$ cat src/rtl/tour_cmd_if.sv
// Command handshake between the tour sequencer and cmd_proc.
// The master presents cmd/cmd_rdy/resp; the slave answers with clr_cmd_rdy/send_resp.
interface tour_cmd_if;
    logic [15:0] cmd;
    logic        cmd_rdy;
    logic        clr_cmd_rdy;
    logic        send_resp;
    logic [7:0]  resp;

    modport master (
        output cmd,
        output cmd_rdy,
        output resp,
        input  clr_cmd_rdy,
        input  send_resp
    );

    modport slave (
        input  cmd,
        input  cmd_rdy,
        input  resp,
        output clr_cmd_rdy,
        output send_resp
    );
endinterface

$ cat src/rtl/tour_cmd.sv
// Command mux and knight-tour playback sequencer feeding cmd_proc.
// UART passthrough when idle; each stored move expands to a vertical and a horizontal command.
module tour_cmd (
    input  logic          clk,
    input  logic          rst,
    input  logic          start_tour,
    input  logic [7:0]    move,
    output logic [4:0]    mv_indx,
    input  logic [15:0]   cmd_UART,
    input  logic          cmd_rdy_UART,
    tour_cmd_if.master    proc
);

    typedef enum logic [2:0] {
        IDLE,
        VERT,
        HOLD_V,
        HORZ,
        HOLD_H
    } state_t;

    localparam logic [4:0]  LAST_MOVE = 5'd23;
    localparam logic [7:0]  RESP_DONE = 8'hA5;
    localparam logic [7:0]  RESP_BUSY = 8'h5A;

    state_t      state;
    state_t      next;
    logic        last;
    logic [15:0] vert_cmd;
    logic [15:0] horz_cmd;

    assign last = (mv_indx == LAST_MOVE);

    always_ff @(posedge clk) begin
        if (rst) begin
            state   <= IDLE;
            mv_indx <= '0;
        end else begin
            state <= next;
            if (start_tour)
                mv_indx <= '0;
            else if (state == HOLD_H && proc.send_resp && !last)
                mv_indx <= mv_indx + 5'd1;
        end
    end

    always_comb begin
        next = state;
        if (start_tour) begin
            next = VERT;
        end else begin
            unique case (state)
                IDLE:    next = IDLE;
                VERT:    if (proc.clr_cmd_rdy) next = HOLD_V;
                HOLD_V:  if (proc.send_resp) next = HORZ;
                HORZ:    if (proc.clr_cmd_rdy) next = HOLD_H;
                HOLD_H:  if (proc.send_resp) next = last ? IDLE : VERT;
                default: next = IDLE;
            endcase
        end
    end

    // Heading 0x00 north, 0x7F south, 0xBF east, 0x3F west; low nibble is square count.
    always_comb begin
        vert_cmd = 16'h0000;
        horz_cmd = 16'h0000;
        case (move)
            8'h01: begin vert_cmd = 16'h4002; horz_cmd = 16'h5BF1; end
            8'h02: begin vert_cmd = 16'h4002; horz_cmd = 16'h53F1; end
            8'h04: begin vert_cmd = 16'h4001; horz_cmd = 16'h53F2; end
            8'h08: begin vert_cmd = 16'h47F1; horz_cmd = 16'h53F2; end
            8'h10: begin vert_cmd = 16'h47F2; horz_cmd = 16'h53F1; end
            8'h20: begin vert_cmd = 16'h47F2; horz_cmd = 16'h5BF1; end
            8'h40: begin vert_cmd = 16'h47F1; horz_cmd = 16'h5BF2; end
            8'h80: begin vert_cmd = 16'h4001; horz_cmd = 16'h5BF2; end
            default: begin vert_cmd = 16'h0000; horz_cmd = 16'h0000; end
        endcase
    end

    always_comb begin
        proc.cmd     = cmd_UART;
        proc.cmd_rdy = cmd_rdy_UART;
        proc.resp    = RESP_BUSY;
        unique case (state)
            IDLE: begin
                proc.cmd     = cmd_UART;
                proc.cmd_rdy = cmd_rdy_UART;
                proc.resp    = RESP_DONE;
            end
            VERT: begin
                proc.cmd     = vert_cmd;
                proc.cmd_rdy = 1'b1;
            end
            HOLD_V: begin
                proc.cmd     = vert_cmd;
                proc.cmd_rdy = 1'b0;
            end
            HORZ: begin
                proc.cmd     = horz_cmd;
                proc.cmd_rdy = 1'b1;
            end
            HOLD_H: begin
                proc.cmd     = horz_cmd;
                proc.cmd_rdy = 1'b0;
                proc.resp    = last ? RESP_DONE : RESP_BUSY;
            end
            default: begin
                proc.cmd     = cmd_UART;
                proc.cmd_rdy = cmd_rdy_UART;
            end
        endcase
    end

endmodule

$ cat src/flat_wrapper.sv
// flat-port wrapper written by rule: the top's interface ports become plain ports
module tour_cmd_flat 
  (clk, rst, start_tour, move, mv_indx, cmd_UART, cmd_rdy_UART, proc_cmd, proc_cmd_rdy, proc_resp, proc_clr_cmd_rdy, proc_send_resp);
  tour_cmd_if proc_i ();
  input  logic clk;
  input  logic rst;
  input  logic start_tour;
  input  logic [7:0] move;
  output logic [4:0] mv_indx;
  input  logic [15:0] cmd_UART;
  input  logic cmd_rdy_UART;
  output wire logic [$bits(proc_i.cmd)-1:0] proc_cmd;
  output wire logic [$bits(proc_i.cmd_rdy)-1:0] proc_cmd_rdy;
  output wire logic [$bits(proc_i.resp)-1:0] proc_resp;
  input wire logic [$bits(proc_i.clr_cmd_rdy)-1:0] proc_clr_cmd_rdy;
  input wire logic [$bits(proc_i.send_resp)-1:0] proc_send_resp;
  assign proc_cmd = proc_i.cmd;
  assign proc_cmd_rdy = proc_i.cmd_rdy;
  assign proc_resp = proc_i.resp;
  assign proc_i.clr_cmd_rdy = proc_clr_cmd_rdy;
  assign proc_i.send_resp = proc_send_resp;
  tour_cmd u_core (.clk(clk), .rst(rst), .start_tour(start_tour), .move(move), .mv_indx(mv_indx), .cmd_UART(cmd_UART), .cmd_rdy_UART(cmd_rdy_UART), .proc(proc_i));
endmodule
$ cat config.mk
export PLATFORM = sky130hd
export DESIGN_NAME = tour_cmd_flat
export DESIGN_NICKNAME = d
export VERILOG_FILES = /design/src/rtl/tour_cmd_if.sv /design/src/rtl/tour_cmd.sv /design/src/flat_wrapper.sv
export SDC_FILE = /design/constraint.sdc
export NUM_CORES = 1
export LEC_CHECK = 0
export BUFFER_PORTS_ARGS = -buffer_cell sky130_fd_sc_hd__buf_2
export CORE_AREA = 3 3 49 51
export DETAILED_ROUTE_END_ITERATION = 6
export DIE_AREA = 0 0 52 54
export PLACE_DENSITY_LB_ADDON = 0.3
export SLEW_MARGIN = 20
export SYNTH_ARGS = -nofsm -noshare
export SYNTH_HDL_FRONTEND = slang
export SYNTH_SLANG_ARGS = --single-unit
$ cat constraint.sdc
create_clock -name clk -period 3.4 [get_ports clk]
set_input_delay 0.17 -clock clk [delete_from_list [all_inputs] [get_ports clk]]
set_output_delay 0.17 -clock clk [all_outputs]
set_load 0.02 [all_outputs]
## After elaboration in Yosys (flattened, before gate mapping)

Index checks and enable logic that the tools add are counted.

| word-level totals | value |
|---|---|
| bits of input ports | 30 |
| output and inout port bits | 30 |
| register bits | 8 |
| word-level logic and storage cells | 57 |

| operators by class | value |
|---|---|
| muxes and demuxes | 13 |
| reduce and logical (&&, ||, !) cells | 19 |
| eq/ne operators | 21 |
| add/subtract/negate cells | 1 |

Operator list:

| kind | number |
|---|---|
| 15-bit case mux with 4 select lines | 2 |
| 16-bit case mux with 2 select lines | 1 |
| 2-bit OR reduction | 13 |
| 8-bit case mux with 2 select lines | 1 |
| 3-bit 2-to-1 mux | 4 |
| 3-bit != test (second input constant) | 4 |
| 3-bit case mux with 4 select lines | 1 |
| 8-bit by 1-bit == test with 1-bit output (second input constant) | 1 |
| 8-bit by 2-bit == test with 1-bit output (second input constant) | 1 |
| 8-bit by 3-bit == test with 1-bit output (second input constant) | 1 |
| 8-bit by 4-bit == test with 1-bit output (second input constant) | 1 |
| 8-bit by 5-bit == test with 1-bit output (second input constant) | 1 |
| 8-bit by 6-bit == test with 1-bit output (second input constant) | 1 |
| 8-bit by 7-bit == test with 1-bit output (second input constant) | 1 |
| 8-bit == test (second input constant) | 1 |
| 8-bit 2-to-1 mux | 1 |
| 2-bit != test (second input constant) | 4 |
| 4-bit AND reduction | 2 |
| 3-bit by 2-bit == test with 1-bit output (second input constant) | 2 |
| 5-bit by 1-bit adder with 5-bit output (second input constant) | 1 |
| 5-bit == test (second input constant) | 1 |
| 3-bit by 1-bit == test with 1-bit output (second input constant) | 1 |
| 3-bit == test (second input constant) | 1 |
| 3-bit logical NOT | 1 |
| other kinds (4) | 6 |

## Longest topological paths before layout

Gate-level depths: netlist (run 1).

| logic depth | value |
|---|---|
| depth after elaboration | 5 |
| gate-level depth with buffers | 6 |
| gate-level depth less buffers | 5 |

## Least setup slack after synthesis (run 1)

Ideal clock, no wire load.

| timing | value |
|---|---|
| path kind | register -> output |
| start point | register u_core.mv_indx[0] |
| end point | output port proc_resp[3] |
| required time | 3.230 ns |
| arrival time | 1.657 ns |
| path buffers | 1 |
| setup slack | 1.573 ns |
| cell stages (with the launch flop) | 7 |
| cell sequence | dfxtp_1 > ha_1 > nand4b_1 > nand2_1 > and2_1 > inv_1 > buf_4 |

| between the ends | value |
|---|---|
| longest elaborated chain between the ends | 3 |

Ends and longest elaborated chain:

| element | line | source |
|---|---|---|
| from (decl) | tour_cmd.sv:8 | `output logic [4:0] mv_indx,` |
| from (signal assigned) | tour_cmd.sv:43 | `mv_indx <= mv_indx + 5'd1;` |
| 5-bit == test | tour_cmd.sv:32 | `assign last = (mv_indx == LAST_MOVE);` |
| 8-bit 2-to-1 mux | tour_cmd.sv:105 | `proc.resp = last ? RESP_DONE : RESP_BUSY;` |
| 8-bit case mux with 2 select lines | tour_cmd.sv:84 | `unique case (state)` |
| to (decl) | flat_wrapper.sv:14 | `output wire logic [$bits(proc_i.resp)-1:0] proc_resp;` |

Every way passes these cells.

## Worst setup path after layout (run 1)

| timing | value |
|---|---|
| start point | register u_core.state[2] |
| end point | output port proc_cmd[4] |

| between the ends | value |
|---|---|
| longest elaborated chain between the ends | 3 |
| elaborated cells on any way between the ends | 7 |
| classes of those cells | eq/ne (4); mux (1); reduce/logical (2) |

Ends and longest elaborated chain:

| element | line | source |
|---|---|---|
| from (decl) | tour_cmd.sv:26 | `state_t state;` |
| from (signal assigned) | tour_cmd.sv:39 | `state <= next;` |
| 3-bit by 2-bit == test with 1-bit output (tied with other cells) | tour_cmd.sv:84 |  |
| 2-bit OR reduction (no line) | - |  |
| 16-bit case mux with 2 select lines * | tour_cmd.sv:84 |  |
| to (decl) | flat_wrapper.sv:12 | `output wire logic [$bits(proc_i.cmd)-1:0] proc_cmd;` |

Mark *: on every way between the ends. The rest lies on a longest branch, timed or not.

==> load_flow_metrics.sql, run 1 <==
INSERT INTO impl_metrics (metric_group, metric, value, unit) VALUES
('pwr', 'power_frac_clock', '0.235', ''),
('timing', 'slew_violations', '0', ''),
('clock_network', 'cts_resized', '0', ''),
('pwr', 'design_power', '0.0002987', 'W'),
('logic_synthesis', 'ys.flop_type', 'dfxtp_1', ''),
('pwr', 'static-leakage-power', '0.5981', 'nW'),
('cells_and_area', 'post-route-cell-area', '0.001156', 'mm²'),
('floorplanning', 'initial_utilization', '0.4413', ''),
('logic_synthesis', 'share_of_flip_flops_with_an_asynchronous_set_or_reset', '0', ''),
('logic_synthesis', 'number_of_enable_flip_flop_cells_after_synthesis', '0', ''),
('pwr', 'ir_drop', '0.1958', 'mV'),
('clock_network', 'cts_buffers', '3', ''),
('timing', 'hold_viol_final', '0', ''),
('clock_network', 'clock_path_buffers', '2', ''),
('pwr', 'power_density', '258.4', 'mW/mm²'),
('critical_path', 'critPathArrivalTime', '2.05', 'ns'),
('drt', 'viasPerCell', '5.082', ''),
('timing', 'maxClockFrequency', '450.0', 'MHz'),
('placement', 'global_placement_routability_congestion', '0.8462', ''),
('floorplanning', 'core-area', '0.001982', 'mm²'),
('timing', 'rsz0062_at_grt', 'false', ''),
('drt', 'drt_iter0_markers', '14', ''),
('logic_synthesis', 'post_syn_nets', '148', ''),
('critical_path', 'critical_path_required', '3.23', 'ns'),
('drt', 'first_pass_iters', '4', ''),
('critical_path', 'source_of_the_worst_register_to_register_timing_path', 'u_core.mv_indx[0]$_SDFFE_PP0P_', ''),
('placement', 'post_dp_area', '0.001134', 'mm²'),
('timing', 'fin_skew', '0.001211', 'ns'),
('clock_network', 'worstSkewPairLatency', '0.25', 'ns'),
('pwr', 'power.switching_fraction', '0.3755', ''),
('floorplanning', 'die_w', '52', 'µm'),
('pwr', 'power.share.combinational', '0.433', ''),
('global_routing', 'aggregate_global_route_resource_usage', '0.1560', ''),
('logic_synthesis', 'number_of_instances_in_the_synthesized_netlist', '117', ''),
('drt', 'drt_drc_violations_left', '0', ''),
('critical_path', 'r2r_slack', '2.05', 'ns'),
('logic_synthesis', 'syn-cell-area', '874.6', 'µm²'),
('cells_and_area', 'design.final.nets', '201', ''),
('cells_and_area', 'flow.area_growth_from_synthesis', '32.19', '%'),
('timing', 'crit_path_time_final', '2.222', 'ns'),
('floorplanning', 'fp-row-count', '16', ''),
('run_status', 'status', 'finished clean', ''),
('logic_synthesis', 'avgSynthCellArea', '7.475', 'µm²'),
('logic_synthesis', 'synth_seq_area_share', '0.1831', ''),
('drt', 'route.final.wire_length', '2.231', 'mm'),
('cells_and_area', 'layout-drive-gt1-share', '0.4167', ''),
('clock_network', 'clock_sink_count', '8', ''),
('timing', 'slew_headroom', '0.5827', ''),
('clock_network', 'tritoncts_clock_tree', 'done', ''),
('pwr', 'seq_power_share', '0.331', ''),
('timing', 'final_setup_violating_endpoints', '0', ''),
('critical_path', 'critPathCapture', 'proc_cmd[4]', ''),
('critical_path', 'timing.setup.critical_path_class', 'reg -> out', ''),
('timing', 'max_slew.worst_pin.slew', '0.6240', 'ns'),
('floorplanning', 'design.die.area', '0.002808', 'mm²'),
('critical_path', 'path_max_fanout', '17', ''),
('clock_network', 'cts_htree_levels', '1', ''),
('clock_network', 'path_clk_slew', '0.05', 'ns'),
('logic_synthesis', 'synth.ff_latch_count', '8', ''),
('critical_path', 'crit_chain', 'and3b_1, a211oi_4, nand2_1, nand3_1, buf_2', ''),
('min_path', 'hold_path_class', 'in -> reg', ''),
('critical_path', 'crit_slowest_cell', 'a211oi_4', ''),
('cells_and_area', 'final.fill_count', '209', ''),
('floorplanning', 'die_extent_in_y', '54', 'µm'),
('critical_path', 'crit_path_start_kind', 'register', ''),
('critical_path', 'r2r-end', 'u_core.mv_indx[1]$_SDFFE_PP0P_', ''),
('global_routing', 'grt_overflow', '0', ''),
('drt', 'drtAntennaViolNets', '0', ''),
('global_routing', 'wire_length_of_the_first_global_routing_pass', '3.387', 'mm'),
('floorplanning', 'design.portCount', '60', ''),
('placement', 'port-buffer-count', '59', '');
-- flip-flops by register name, summed over array words and instances (netlist names) --
| register | flops |
|---|---|
| u_core.mv_indx | 5 |
| u_core.state | 3 |
-- worst min path at each step --
stage,startpoint,endpoint,cells past startpoint
6_report,rst,u_core.state[0]$_SDFFE_PP0P_,2
5_1_grt,rst,u_core.state[0]$_SDFFE_PP0P_,2
4_1_cts,rst,u_core.state[0]$_SDFFE_PP0P_,2
3_5_place_dp,rst,u_core.state[0]$_SDFFE_PP0P_,2
2_1_floorplan,rst,u_core.state[0]$_SDFFE_PP0P_,1
3_3_place_gp,rst,u_core.state[0]$_SDFFE_PP0P_,2
-- stage by stage --
stage | util | setup slack, ns | hold WS [ns] | std cells
6_report | 0.5833 | 1.178 | 0.08227 | 195
5_1_grt | 0.5833 | 0.9640 | 0.08681 | 195
4_1_cts | 0.5833 | 1.159 | 0.07837 | 195
3_5_place_dp | 0.5720 | 1.429 | 0.3402 | 192
3_3_place_gp | 0.5720 | 1.511 | 0.3360 | 192
2_1_floorplan | - | 1.573 | 0.2391 | 117
-- power by group through the flow --
stage / Combinational, W / Sequential [W] / Clock (W)
global placement: 0.000127 / 0.000101 / 0
finish: 0.000129 / 0.0000990 / 0.0000703
detailed placement: 0.000131 / 0.000101 / 0
CTS: 0.000131 / 0.0000990 / 0.0000717
global route: 0.000140 / 0.0000993 / 0.0000755
floorplan: 0.0000912 / 0.0000973 / 0
-- kinds of logic (layout without fill, tap and decap cells) --
family	after synthesis	after routing	share of synthesized area
flops	8	8	0.1831
simple gates	64	64	0.4292
compound gates	17	17	0.1545
xor+xnor	11	11	0.1102
buf+inv	15	66	0.09728
fa+ha+maj	1	1	0.01430
mux	1	1	0.01145
-- worst max-delay path: cells and delay by family (launching register included) --
kind	cells	cell delay [ns]
flip-flops	1	0.55
AO/OA/AOI/OAI	1	0.56
buffers and inverters	1	0.17
AND/OR/NAND/NOR	3	0.51
-- routing by layer --
metal,routed length [µm],vias up,GRT usage
met2,1079,50,0.2866
met3,224,0,0.03878
li1,-,510,-
met4,0,0,0.02183
met5,0,-,0
met1,927,431,0.1859
-- placed cells by master (no fill, tap or decap), drive strengths merged, types with 2 or more instances in the layout --
cell     n
a221o    2
nand4b   5
a31oi    2
o21ai    2
a21oi    5
inv      4
dfxtp    8
nor3b    2
buf     59
nor2    12
xor2    10
nor4     2
nand3   12
and2     6
clkbuf   3
nand4    3
nand2   15
-- cells in the mapped netlist, types with 2 or more instances --
library cell   n  share of area
buf_4          7          0.060
a221o_1        2          0.023
dfxtp_1        8           0.18
a21oi_1        5          0.029
buf_2          2          0.011
clkbuf_1       2         0.0086
inv_1          4          0.017
o21ai_0        2          0.011
nand3_1       12          0.069
nand2_1       15          0.064
a31oi_1        2          0.014
nor3b_2        2          0.029
nor4_4         2          0.049
and2_1         6          0.043
nor2_1        12          0.051
nand4_1        3          0.021
nand4b_1       5          0.050
xor2_1        10           0.10
-- final cells by class --
type	instances	area, µm²	share of cell area
Sequential cell	8	160.2	0.1385
Timing Repair Buffer	59	295.3	0.2554
Clock buffer	3	22.52	0.01948
Tap cell	27	33.78	0.02922
Inverter	4	15.01	0.01299
Multi-Input combinational cell	94	629.4	0.5444
(Power assumes the default switching activity.)
==> inputs of run 2 (changes only) <==
--- a/config.mk
+++ b/config.mk
@@ -6,9 +6,9 @@
 export NUM_CORES = 1
 export LEC_CHECK = 0
 export BUFFER_PORTS_ARGS = -buffer_cell sky130_fd_sc_hd__buf_2
-export CORE_AREA = 3 3 49 51
+export CORE_AREA = 3 3 67 44
 export DETAILED_ROUTE_END_ITERATION = 6
-export DIE_AREA = 0 0 52 54
+export DIE_AREA = 0 0 70 47
 export PLACE_DENSITY_LB_ADDON = 0.3
 export SLEW_MARGIN = 20
 export SYNTH_ARGS = -nofsm -noshare
==> constraint.sdc (replaced) <==
create_clock -name clk -period 1.9 [get_ports clk]
set_input_delay 0.095 -clock clk [delete_from_list [all_inputs] [get_ports clk]]
set_output_delay 0.095 -clock clk [all_outputs]
set_load 0.02 [all_outputs]
==> load_flow_metrics.sql, run 2 (synthesis results as in run 1) <==
INSERT INTO impl_metrics (metric_group, metric, value, unit) VALUES
('run_status', 'status', 'finished clean', ''),
('placement', 'global_placement_routability_congestion', '0.7436', ''),
('clock_network', 'worstSkewPairLatency', '0.23', 'ns'),
('clock_network', 'cts_root_buf', 'clkbuf_8', ''),
('clock_network', 'clock_path_buffers', '2', ''),
('global_routing', 'grt_overflow', '0', ''),
('critical_path', 'cpLargestDelayFamily', 'buffers and inverters', ''),
('clock_network', 'path_clk_slew', '0.04', 'ns'),
('global_routing', 'aggregate_global_route_resource_usage', '0.1512', ''),
('placement', 'post_dp_area', '0.001155', 'mm²'),
('clock_network', 'cts_setup_buffers', '0', ''),
('timing', 'fin_skew', '0.001651', 'ns'),
('cells_and_area', 'design.final.nets', '203', ''),
('run', 'drv.max_cap_violation_count', '0', ''),
('cells_and_area', 'biggest_register', 'u_core.mv_indx', ''),
('drt', 'drt_iter0_markers', '38', ''),
('critical_path', 'timing.critical_path.buf_inv', '2', ''),
('floorplanning', 'die_w', '70', 'µm'),
('cells_and_area', 'number_of_flip_flops_in_the_largest_register', '5', ''),
('drt', 'route.final.wire_length', '2.510', 'mm'),
('timing', 'crit_path_time_final', '1.790', 'ns'),
('pwr', 'static-leakage-power', '0.6174', 'nW'),
('critical_path', 'timing.setup.critical_path_class', 'reg -> out', ''),
('placement', 'port-buffer-count', '59', ''),
('clock_network', 'clock_sink_count', '8', ''),
('cells_and_area', 'finish.cell_count_without_fillers', '202', ''),
('timing', 'slew_violations', '0', ''),
('placement', 'dp_worst_setup_slack', '0.1967', 'ns'),
('cells_and_area', 'top_regs', 'u_core.mv_indx x5, u_core.state x3', ''),
('pwr', 'ir_drop', '0.2584', 'mV'),
('placement', 'hpwl', '2.106', 'mm'),
('critical_path', 'timing.critical_path.slowest_cell_delay', '0.38', 'ns'),
('timing', 'post-route-period-util', '0.9420', ''),
('drt', 'dr_total_vias', '1034', ''),
('timing', 'final_setup_violating_endpoints', '0', ''),
('timing', 'max_slew.worst_pin.slew', '0.2892', 'ns'),
('cells_and_area', 'flow.area_growth_from_synthesis', '38.05', '%'),
('global_routing', 'grt_max_degree', '15', ''),
('drt', 'first_pass_iters', '4', ''),
('timing', 'slew_headroom', '0.8063', ''),
('critical_path', 'cp-end-kind', 'output pin', ''),
('pwr', 'power_density', '511.9', 'mW/mm²'),
('drt', 'drt_drc_violations_left', '0', ''),
('floorplanning', 'fp-row-count', '14', ''),
('floorplanning', 'design.die.area', '0.003290', 'mm²'),
('floorplanning', 'die_extent_in_y', '47', 'µm'),
('timing', 'maxClockFrequency', '558.7', 'MHz'),
('cells_and_area', 'most_common_cell_after_layout_fill_and_taps_aside', 'buf_2', ''),
('placement', 'placed_cells', '199', ''),
('clock_network', 'tritoncts_clock_tree', 'done', ''),
('drt', 'detail_route.wl_per_cell', '12.43', 'µm'),
('floorplanning', 'design.portCount', '60', ''),
('timing', 'hold_viol_final', '0', ''),
('drt', 'drtAntennaViolNets', '0', ''),
('cells_and_area', 'num_antenna_cells', '0', ''),
('critical_path', 'critPathArrivalTime', '1.69', 'ns'),
('timing', 'setup_ws', '0.1101', 'ns'),
('drt', 'viasPerCell', '5.119', ''),
('global_routing', 'wire_length_of_the_first_global_routing_pass', '4.008', 'mm'),
('cells_and_area', 'post-route-cell-area', '0.001207', 'mm²'),
('cells_and_area', 'commonest_cells_after_routing_fill_and_taps_aside', '59 x buf_2, 15 x nand2_1, 12 x nor2_1, 12 x nand3_1, 9 x xor2_1', ''),
('critical_path', 'crit_path_start_kind', 'register', ''),
('critical_path', 'path_max_fanout', '14', ''),
('cells_and_area', 'final.fill_count', '245', ''),
('critical_path', 'critical_path_required', '1.80', 'ns'),
('global_routing', 'antenna_violations_before_repair', '0', ''),
('clock_network', 'cts_htree_levels', '1', ''),
('clock_network', 'cts_buffers', '3', ''),
('min_path', 'hold_path_class', 'in -> reg', ''),
('floorplanning', 'initial_utilization', '0.3618', ''),
('global_routing', 'grt_pass1_vias', '901', ''),
('floorplanning', 'core-area', '0.002417', 'mm²'),
('critical_path', 'crit_chain', 'and3b_1, a211oi_4, buf_4, nand2b_1, o31a_1, buf_2', ''),
('cells_and_area', 'layout-drive-gt1-share', '0.4471', ''),
('critical_path', 'crit_slowest_cell', 'dfxtp_2', '');
-- run 2: cell types whose count changed in the layout (fill, tap and decap cells not counted), sizes merged --
cell / before / now
buf: 59 / 61
-- run 2: final timing paths --
check                                                    start                              to  slack, ns  depth (start not counted)
worst min register to register  u_core.mv_indx[1]$_SDFFE_PP0P_  u_core.mv_indx[1]$_SDFFE_PP0P_       0.54                          2
worst max-delay path              u_core.state[1]$_SDFFE_PP0P_                    proc_cmd[14]       0.11                          6
worst min-delay path                                       rst    u_core.state[0]$_SDFFE_PP0P_       0.03                          2
worst max register to register  u_core.mv_indx[0]$_SDFFE_PP0P_    u_core.state[0]$_SDFFE_PP0P_       0.52                          5
-- run 2: metal layers --
| metal | global-route usage | share of wire | vias up |
|---|---|---|---|
| met5 | 0 | 0 | - |
| met4 | 0.03817 | 0.0076 | 0 |
| met3 | 0.05342 | 0.091 | 2 |
| met2 | 0.2608 | 0.48 | 47 |
| met1 | 0.1864 | 0.42 | 468 |
| li1 | - | - | 517 |
-- run 2: what timing repair did --
| item | CTS | global route |
|---|---|---|
| gates resized for setup | 2 | 2 |
| setup endpoints to repair | 13 | 8 |
| hold buffers | 0 | 0 |
| gates cloned | 0 | 0 |
-- run 2: layout make-up --
class | instances | area (µm²) | area share
Inverter | 4 | 15.01 | 0.01244
Multi-Input combinational cell | 94 | 636.9 | 0.5275
Tap cell | 32 | 40.04 | 0.03316
Timing Repair Buffer | 61 | 310.3 | 0.2570
Clock buffer | 3 | 41.29 | 0.03420
Sequential cell | 8 | 163.9 | 0.1358
-- run 2: worst reg2reg max path, delay by kind of cell (launching register included) --
family | cells | cell delay [ns]
compound gates | 2 | 0.42
flops | 1 | 0.33
simple gates | 2 | 0.32
fa+ha+maj | 1 | 0.24
-- run 2: stage by stage --
step	power, W	hold WS, ns	setup TNS, ns	utilization
after floorplan	0.0003373	0.1641	0	-
after global routing	0.0006598	0.03694	-0.01936	0.4995
after detailed placement	0.0004188	0.2757	0	0.4777
after global placement	0.0004126	0.2651	0	0.4777
after CTS	0.0006223	0.02915	0	0.4959
final	0.0006180	0.03276	0	0.4995
-- run 2: power by group --
group          switching (W)  total (W)  internal, W
sequential        0.00000748   0.000179     0.000171
clock              0.0000649   0.000202     0.000137
combinational       0.000142   0.000237    0.0000951
total               0.000215   0.000618     0.000403
==> inputs of run 3 (changes only) <==
--- a/config.mk
+++ b/config.mk
@@ -9,6 +9,7 @@
 export CORE_AREA = 3 3 67 44
 export DETAILED_ROUTE_END_ITERATION = 6
 export DIE_AREA = 0 0 70 47
+export GPL_TIMING_DRIVEN = 0
 export PLACE_DENSITY_LB_ADDON = 0.3
 export SLEW_MARGIN = 20
 export SYNTH_ARGS = -nofsm -noshare
==> load_flow_metrics.sql, run 3 (synthesis results as in run 1) <==
INSERT INTO impl_metrics (metric_group, metric, value, unit) VALUES
('run_status', 'status', 'finished clean', ''),
('critical_path', 'cp-end-kind', 'output pin', ''),
('clock_network', 'tritoncts_clock_tree', 'done', ''),
('drt', 'first_pass_iters', '5', ''),
('global_routing', 'grt_overflow', '0', ''),
('min_path', 'holdPathEnd', 'u_core.state[0]$_SDFFE_PP0P_', ''),
('critical_path', 'r2r-end', 'u_core.mv_indx[1]$_SDFFE_PP0P_', ''),
('cells_and_area', 'top_regs', 'u_core.mv_indx x5, u_core.state x3', ''),
('placement', 'dp_worst_setup_slack', '0.1789', 'ns'),
('critical_path', 'crit_slowest_cell', 'a211oi_4', ''),
('timing', 'setup_ws', '0.08188', 'ns'),
('clock_network', 'cts_htree_levels', '1', ''),
('cells_and_area', 'number_of_flip_flops_in_the_largest_register', '5', ''),
('floorplanning', 'design.portCount', '60', ''),
('drt', 'route.final.wire_length', '2.450', 'mm'),
('critical_path', 'crit_chain', 'buf_4, xor2_2, a211oi_4, buf_4, nand2_1, nand3_1, buf_2', ''),
('floorplanning', 'die_w', '70', 'µm'),
('cells_and_area', 'num_antenna_cells', '0', ''),
('critical_path', 'source_of_the_worst_register_to_register_timing_path', 'u_core.mv_indx[0]$_SDFFE_PP0P_', ''),
('cells_and_area', 'finish.cell_count_without_fillers', '216', ''),
('timing', 'post-route-period-util', '0.9569', ''),
('critical_path', 'cpLargestDelayFamily', 'buffers and inverters', ''),
('timing', 'timing.hold.ws', '0.04704', 'ns'),
('timing', 'fin_skew', '0.002777', 'ns'),
('placement', 'port-buffer-count', '59', ''),
('critical_path', 'critical_path_required', '1.80', 'ns'),
('clock_network', 'hold_buffers', '0', ''),
('timing', 'slew_headroom', '0.7411', ''),
('global_routing', 'wire_length_of_the_first_global_routing_pass', '3.870', 'mm'),
('timing', 'rsz0062_at_grt', 'false', ''),
('cells_and_area', 'flow.area_growth_from_synthesis', '50.64', '%'),
('drt', 'detail_route.wl_per_cell', '11.34', 'µm'),
('critical_path', 'most_frequent_cell_on_critical_path', 'buf_4', ''),
('run', 'drv.max_cap_violation_count', '0', ''),
('critical_path', 'crit_path_start_kind', 'register', ''),
('timing', 'finalSetupTns', '0', 'ns'),
('floorplanning', 'initial_utilization', '0.3618', ''),
('drt', 'dr_total_vias', '1028', ''),
('global_routing', 'grt_max_degree', '11', ''),
('timing', 'crit_path_time_final', '1.818', 'ns'),
('global_routing', 'aggregate_global_route_resource_usage', '0.1457', ''),
('clock_network', 'worstSkewPairLatency', '0.22', 'ns'),
('global_routing', 'antenna_violations_before_repair', '0', ''),
('floorplanning', 'design.die.area', '0.003290', 'mm²'),
('cells_and_area', 'layout-drive-gt1-share', '0.4728', ''),
('global_routing', 'grt_pass1_vias', '859', ''),
('critical_path', 'timing.critical_path.slowest_cell_delay', '0.35', 'ns'),
('placement', 'hpwl', '2.014', 'mm'),
('floorplanning', 'die_extent_in_y', '47', 'µm'),
('min_path', 'hold_path_class', 'in -> reg', ''),
('pwr', 'static-leakage-power', '0.6762', 'nW'),
('floorplanning', 'fp-row-count', '14', ''),
('floorplanning', 'core-area', '0.002417', 'mm²'),
('clock_network', 'cts_root_buf', 'clkbuf_8', ''),
('cells_and_area', 'biggest_register', 'u_core.mv_indx', ''),
('min_path', 'hp_start', 'rst', ''),
('critical_path', 'r2r_slack', '0.44', 'ns'),
('critical_path', 'critPathArrivalTime', '1.72', 'ns'),
('pwr', 'power_density', '487.8', 'mW/mm²'),
('timing', 'final_setup_violating_endpoints', '0', ''),
('drt', 'viasPerCell', '4.759', ''),
('drt', 'drt_iter0_markers', '27', ''),
('critical_path', 'timing.critical_path.buf_inv', '3', ''),
('pwr', 'ir_drop', '0.2566', 'mV'),
('cells_and_area', 'final.fill_count', '245', ''),
('critical_path', 'path_max_fanout', '10', ''),
('critical_path', 'worstRegToRegCells', '6', ''),
('cells_and_area', 'most_common_cell_after_layout_fill_and_taps_aside', 'buf_2', ''),
('clock_network', 'clock_sink_count', '8', ''),
('timing', 'maxClockFrequency', '550.0', 'MHz'),
('timing', 'hold_viol_final', '0', ''),
('clock_network', 'path_clk_slew', '0.04', 'ns'),
('placement', 'placed_cells', '208', ''),
('timing', 'slew_violations', '0', ''),
('critical_path', 'timing.setup.critical_path_class', 'reg -> out', ''),
('drt', 'drtAntennaViolNets', '0', ''),
('cells_and_area', 'share_of_the_core_filled_with_cells', '0.5450', ''),
('timing', 'max_slew.worst_pin.slew', '0.3883', 'ns'),
('clock_network', 'clock_path_buffers', '2', ''),
('placement', 'global_placement_routability_congestion', '0.7446', ''),
('drt', 'drt_drc_violations_left', '0', ''),
('cells_and_area', 'design.final.nets', '217', ''),
('clock_network', 'cts_buffers', '3', ''),
('min_path', 'min_path_cells', '2', ''),
('cells_and_area', 'commonest_cells_after_routing_fill_and_taps_aside', '59 x buf_2, 15 x nand2_1, 12 x buf_4, 12 x nor2_1, 12 x nand3_1', '');
run 3: changes by cell type in the layout (fill, tap and decap cells not counted), sizes merged:
cell / change
buf: +12
clkbuf: +2
run 3: through the flow:
stage                     instance area [µm²]   power, W
after floorplan                         874.6  0.0003373
after global placement                   1210  0.0004286
after detailed placement                 1210  0.0004336
after CTS                                1266  0.0006378
after global routing                     1318  0.0006816
final                                    1318  0.0006427
run 3: per-layer routing:
layer,GRT usage,vias to the layer above,wire length [µm]
met5,0,-,0
met2,0.2439,40,1048
met3,0.04701,2,225
met1,0.1942,445,1163
li1,-,541,-
met4,0.01527,0,12
run 3: layout make-up:
class / instances / area, µm² / area share
well taps: 32 / 40.04 / 0.03039
flip-flops and latches: 8 / 160.2 / 0.1216
repair buffers: 64 / 336.6 / 0.2555
plain buffers: 11 / 78.83 / 0.05983
multi-input cells: 94 / 645.6 / 0.4900
inverters: 4 / 15.01 / 0.01140
clock buffers: 3 / 41.29 / 0.03134
run 3: how the worst max path moves through the flow:
stage                                   start            to  slack (ns)  cells past startpoint
2_1_floorplan  u_core.mv_indx[0]$_SDFFE_PP0P_  proc_resp[3]        0.15                      6
3_3_place_gp     u_core.state[0]$_SDFFE_PP0P_   proc_cmd[9]        0.22                      7
5_1_grt          u_core.state[0]$_SDFFE_PP0P_   proc_cmd[9]       0.003                      7
6_report         u_core.state[0]$_SDFFE_PP0P_   proc_cmd[8]        0.08                      7
3_5_place_dp     u_core.state[0]$_SDFFE_PP0P_   proc_cmd[6]        0.18                      7
4_1_cts          u_core.state[0]$_SDFFE_PP0P_   proc_cmd[1]        0.03                      6
run 3: timing repair:
item | in CTS | in global routing
gates cloned | 0 | 1
pin swaps | 1 | 1
setup buffers | 2 | 2
setup endpoints to repair | 10 | 17
resized for setup | 0 | 11
run 3: power by group:
group	internal (W)	leakage, nW	total [W]	switching (W)
combinational	0.000120	0.590	0.000275	0.000155
clock	0.000137	0.0216	0.000196	0.0000591
sequential	0.000171	0.0648	0.000172	0.000000840
